`src/rtl/hz_pkg.sv`:
```
// Shared types for the pipeline hazard controller: forwarding codes, FSM states
// and the scoreboard entry that tracks in-flight register writers.
package hz_pkg;

    // Widest register index a scoreboard entry can carry; REGW must not exceed it.
    localparam int REGW_MAX = 16;

    typedef enum logic [1:0] {
        FWD_RF  = 2'b00,
        FWD_EX  = 2'b01,
        FWD_MEM = 2'b10,
        FWD_WB  = 2'b11
    } fwd_e;

    typedef enum logic [1:0] {
        ST_RUN,
        ST_LDSTALL,
        ST_HOLD
    } state_e;

    typedef struct packed {
        logic                valid;
        logic                wreg;
        logic                m2reg;
        logic [REGW_MAX-1:0] dest;
    } sb_entry_t;

    // A load still in EX cannot forward yet, so it yields the regfile code while ldu stalls.
    function automatic fwd_e fwd_sel(input logic ex_hit, input logic ex_load,
                                     input logic mem_hit, input logic wb_hit);
        if (ex_hit)       return ex_load ? FWD_RF : FWD_EX;
        else if (mem_hit) return FWD_MEM;
        else if (wb_hit)  return FWD_WB;
        else              return FWD_RF;
    endfunction

endpackage

```
`src/rtl/hz_match.sv`:
```
// Compares one scoreboard entry against one ID source register index.
module hz_match
    import hz_pkg::*;
(
    input  logic                valid,
    input  logic                wreg,
    input  logic [REGW_MAX-1:0] dest,
    input  logic [REGW_MAX-1:0] src,
    input  logic                use_src,
    output logic                match
);

    // r0 is hard-wired to zero, so a write to it never produces a dependency.
    assign match = valid && wreg && (dest != '0) && (dest == src) && use_src;

endmodule

```
`src/rtl/pipe_hazard_ctrl.sv`:
```
// Load-use stall, external hold and forwarding control for a 5-stage pipeline,
// driven by a three-entry scoreboard shadowing the EX, MEM and WB stages.
module pipe_hazard_ctrl
    import hz_pkg::*;
#(
    parameter int REGW = 5,
    parameter int CNTW = 16
) (
    input  logic            clk,
    input  logic            rst,
    input  logic            id_valid,
    input  logic [REGW-1:0] id_rs,
    input  logic [REGW-1:0] id_rt,
    input  logic            id_use_rs,
    input  logic            id_use_rt,
    input  logic            id_wreg,
    input  logic            id_m2reg,
    input  logic [REGW-1:0] id_dest,
    input  logic            id_branch_taken,
    input  logic            ext_hold,
    output logic            pc_en,
    output logic            ifid_en,
    output logic            idex_bubble,
    output logic            if_flush,
    output logic [1:0]      fwd_a,
    output logic [1:0]      fwd_b,
    output logic [CNTW-1:0] stall_cnt
);

    state_e              state, state_next;
    sb_entry_t           sb [3];          // 0 = EX, 1 = MEM, 2 = WB
    sb_entry_t           id_entry;
    logic [REGW_MAX-1:0] src_a, src_b;
    logic [2:0]          hit_a, hit_b;
    logic                ldu, held;

    assign src_a    = REGW_MAX'(id_rs);
    assign src_b    = REGW_MAX'(id_rt);
    assign id_entry = '{valid: id_valid, wreg: id_wreg, m2reg: id_m2reg,
                        dest: REGW_MAX'(id_dest)};

    for (genvar s = 0; s < 3; s++) begin : g_match
        hz_match u_match_a (
            .valid(sb[s].valid), .wreg(sb[s].wreg), .dest(sb[s].dest),
            .src(src_a), .use_src(id_use_rs), .match(hit_a[s])
        );
        hz_match u_match_b (
            .valid(sb[s].valid), .wreg(sb[s].wreg), .dest(sb[s].dest),
            .src(src_b), .use_src(id_use_rt), .match(hit_b[s])
        );
    end

    assign ldu  = sb[0].m2reg && (hit_a[0] || hit_b[0]);
    assign held = ext_hold || (state == ST_HOLD);

    // NOTE: the scoreboard is a handful of flops rather than a RAM, so it is
    // cleared on reset; non-blocking updates let WB<=MEM<=EX shift in one edge.
    always_ff @(posedge clk or posedge rst) begin
        if (rst) begin
            state     <= ST_RUN;
            stall_cnt <= '0;
            for (int i = 0; i < 3; i++) sb[i] <= '0;
        end else begin
            state <= state_next;
            if (!held) begin
                sb[2] <= sb[1];
                sb[1] <= sb[0];
                sb[0] <= (id_valid && !ldu) ? id_entry : '0;
            end
            // The stall cycle itself happened even if a hold lands on it.
            if (state == ST_LDSTALL && stall_cnt != '1)
                stall_cnt <= stall_cnt + 1'b1;
        end
    end

    // NOTE: every output gets a default first so no path through the case infers a latch.
    always_comb begin
        state_next  = state;
        pc_en       = 1'b0;
        ifid_en     = 1'b0;
        idex_bubble = 1'b0;
        case (state)
            ST_RUN: begin
                pc_en   = 1'b1;
                ifid_en = 1'b1;
                if (ext_hold) state_next = ST_HOLD;
                else if (ldu) state_next = ST_LDSTALL;
            end
            ST_LDSTALL: begin
                idex_bubble = 1'b1;
                state_next  = ext_hold ? ST_HOLD : ST_RUN;
            end
            ST_HOLD: begin
                if (!ext_hold) state_next = ST_RUN;
            end
            default: state_next = ST_RUN;
        endcase
        if (rst) begin
            pc_en       = 1'b0;
            ifid_en     = 1'b0;
            idex_bubble = 1'b1;
        end
    end

    assign if_flush = id_branch_taken && id_valid && (state == ST_RUN) && !ldu
                      && !ext_hold && !rst;

    assign fwd_a = rst ? FWD_RF : fwd_sel(hit_a[0], sb[0].m2reg, hit_a[1], hit_a[2]);
    assign fwd_b = rst ? FWD_RF : fwd_sel(hit_b[0], sb[0].m2reg, hit_b[1], hit_b[2]);

endmodule

```
`config.mk`:
```
export PLATFORM = sky130hd
export DESIGN_NAME = pipe_hazard_ctrl
export DESIGN_NICKNAME = d
export VERILOG_FILES = /design/src/rtl/hz_pkg.sv /design/src/rtl/hz_match.sv /design/src/rtl/pipe_hazard_ctrl.sv
export SDC_FILE = /design/constraint.sdc
export NUM_CORES = 1
export LEC_CHECK = 0
export BUFFER_PORTS_ARGS = -buffer_cell sky130_fd_sc_hd__buf_2
export CORE_MARGIN = 3
export CORE_UTILIZATION = 58
export DETAILED_ROUTE_END_ITERATION = 16
export GPL_ROUTABILITY_DRIVEN = 0
export PLACE_DENSITY = 0.81
export SETUP_SLACK_MARGIN = 0.4
export SYNTH_ARGS = -nofsm -noshare
export SYNTH_HDL_FRONTEND = slang
export SYNTH_HIERARCHICAL = 1
export SYNTH_SLANG_ARGS = --single-unit
```
`constraint.sdc`:
```
create_clock -name clk -period 2.25 [get_ports clk]
set_clock_uncertainty 0.15 [all_clocks]
set_input_delay 0.225 -clock clk [delete_from_list [all_inputs] [get_ports clk]]
set_output_delay 0.225 -clock clk [all_outputs]
set_load 0.03 [all_outputs]
```
==> flow_summary.json <==
{
  "status": "complete, but fails checks",
  "violations": "negative setup slack",
  "worst-setup-path-type": "reg -> out",
  "drive_above_1_share": 0.222,
  "rsz0062_at_grt": "yes",
  "die_area_um2": 6460,
  "wire_per_inst_um": 16.1,
  "core_um2": 5240,
  "rr_endpoint": "sb[56]",
  "start_kind": "flip-flop",
  "yosys_register_bits": 40,
  "syn_area_per_cell_um2": 9.04,
  "yosys.area_share.simple": 0.335,
  "hold_start": "ext_hold",
  "chipWidth_um": 80.4,
  "synth_top_area_frac": 0.312,
  "finalPower_mw": 2.05,
  "wl_mm": 11.1,
  "slew_headroom": 0.656,
  "numPortBuffers": 47,
  "met1_length_mm": 3.94,
  "vias": 3558,
  "critPathCaptureType": "output port",
  "hpwl_mm": 6.36,
  "async_reset_ff_frac": 1.00,
  "ys_seq_area_frac": 0.312,
  "clk_latency_ps": 300,
  "worstPathArrival_ps": 2330,
  "start_util": 0.613,
  "synth_area_leaders": "dfrtp_1, xnor2_1, xor2_1",
  "worstMarginPinSlew_ps": 516,
  "ir_worst_vdd_v": 0.000571,
  "cts.sinks": 40,
  "via_per_inst": 5.14,
  "cp_max_fo": 5,
  "syn_area_um2": 3210,
  "syn_inst": 355,
  "drcViolationCount": 0,
  "first_pass_iters": 5,
  "leakagePower_nw": 2.55,
  "rows": 26,
  "reg2regPathDepth": 8,
  "worst_r2r_startpoint": "sb[41]",
  "grt_max_degree": 41,
  "fillers": 202,
  "hold_violations": 0,
  "multi_input_area_um2": 3160,
  "diodes": 0,
  "cap_viol_max_count": 0,
  "seq_area_um2": 1010,
  "maxSlewViolCount": 0,
  "hold_depth": 2,
  "fin_nets": 646,
  "synth_most_common_cell": "nand2_1",
  "track_usage": 0.304,
  "synth_top_area_cell": "dfrtp_1",
  "htreeDepth": 2,
  "clkSlewWorstSetupHoldPaths_ps": 80,
  "p_per_area_nw_per_um2": 426,
  "drt-initial-drc-count": 364,
  "cts-root-buf": "clkbuf_8",
  "clock_path_buffers": 2,
  "pre_cts_ws_ps": -142,
  "setup_slack_ps": -451,
  "fin_crit_ps": 2700,
  "setup_violations": 5,
  "cts_tree": "yes",
  "antenna_found_initial": 0,
  "grt.overflow.total": 0,
  "synth_top_family_by_area": "simple AND/OR/NAND/NOR gates",
  "hold_class": "in -> reg",
  "max_freq_mhz": 370,
  "yosysWarnings": 6,
  "required_ps": 1880,
  "antenna_left": 0,
  "synth-edff-count": 0,
  "r2r_slack_ps": 30,
  "period_share": 1.20,
  "synthXorXnorAreaFrac": 0.298,
  "synthMuxAreaShare": 0.00468,
  "hold_end": "state[0]",
  "ios": 48,
  "synth_commonest_cells": "nand2_1, xnor2_1, xor2_1",
  "ys_types": 35,
  "die_height_um": 80.4,
  "grt_pass1_wl_mm": 15.0,
  "numCtsBuffers": 5,
  "area_growth_pct": 49.9,
  "grt_pass1_vias": 3330,
  "met2_length_mm": 5.66,
  "met3_wirelength_um": 917,
  "ys.flop_type": "dfrtp_1",
  "synth-compound-area-share": 0.0308,
  "synth_adder_area_share": 0.00390,
  "top_layer": "met4"
}
## report_power, final
part | internal (mW) | switching [mW]
Clock | 0.334 | 0.276
Sequential | 0.774 | 0.0956
Combinational | 0.227 | 0.340
Total | 1.34 | 0.712
## cell families (layout without fill, tap and decap cells)
group / count (synthesis) / in the layout
other: 1 / 198
multiplexers: 1 / 1
flip-flops: 40 / 40
buffers and inverters: 9 / 79
AO/OA/AOI/OAI: 18 / 18
XOR/XNOR: 109 / 109
AND/OR/NAND/NOR: 176 / 176
adder cells (fa/ha/maj): 1 / 1
## stage by stage
| step | hold WS [ps] | setup TNS, ps | instances | utilization | cell area [µm²] |
|---|---|---|---|---|---|
| 2_1_floorplan | 57.9 | 0 | 552 | - | 4000 |
| 3_3_place_gp | 324 | -138 | 676 | 0.838 | 4390 |
| 3_5_place_dp | 331 | -214 | 676 | 0.838 | 4390 |
| 4_1_cts | 8.55 | -1170 | 685 | 0.884 | 4630 |
| 5_1_grt | 44.2 | -2470 | 692 | 0.918 | 4810 |
| 6_report | 37.3 | -1830 | 692 | 0.918 | 4810 |
## how the worst max path moves through the flow
stage / start / end / slack [ps]
global placement: sb[40] / if_flush / -140
global route: sb[41] / fwd_b[0] / -560
CTS: sb[41] / fwd_a[0] / -320
detailed placement: sb[40] / if_flush / -140
finish: sb[41] / if_flush / -450
floorplan: sb[41] / if_flush / 120
## flip-flops by register name, indices dropped and copies added (netlist names)
signal / flops
state: 2
sb: 22
stall_cnt: 16
## layout make-up
type	count	area share
multi-input combinational	503	0.656
tap	70	0.0182
inverter	3	0.00312
clock buffer	5	0.0143
sequential	40	0.210
clock inverter	3	0.00963
timing repair buffer	68	0.0882
## layer usage
layer / track usage / vias to the layer above
met2: 0.550 / 222
met4: 0.110 / 0
met3: 0.0549 / 61
met5: 0 / -
met1: 0.357 / 1670
li1: - / 1605
## worst max-delay path, cell delays in order, from the launching register on
cell and delay, ps:
dfrtp_2 470, nor4_2 290, nand4_1 190, nand4_1 240, nor4_4 60, o21ai_2 200, nand2_2 120, nor4bb_4 260
buf_4 200
## cell usage in the layout (no fill, tap or decap), types with 2 or more instances in the layout
master,instances
nor4_2,18
nor2_4,2
nor2_1,3
nand4_1,29
nor4_1,19
a21oi_2,2
dfrtp_2,8
xor2_1,52
a21oi_1,3
nor4_4,9
clkinvlp_4,2
buf_4,21
o21ai_1,4
nand3_1,8
nor3_4,3
dfrtp_1,32
buf_6,5
xnor2_1,55
and3_1,2
nor3_2,2
nand2_1,67
buf_2,42
a31oi_1,2
and4_1,3
inv_1,2
o21ai_2,4
clkbuf_8,5
conb_1,198
## what timing repair did
| item | CTS | global route |
|---|---|---|
| hold buffers | 0 | 0 |
| buffers inserted | 1 | 7 |
| resized for setup | 34 | 23 |
| endpoints found under the setup margin | 16 | 24 |
| pin swaps | 12 | 16 |
Note: power is estimated with default switching activity, not from simulation.
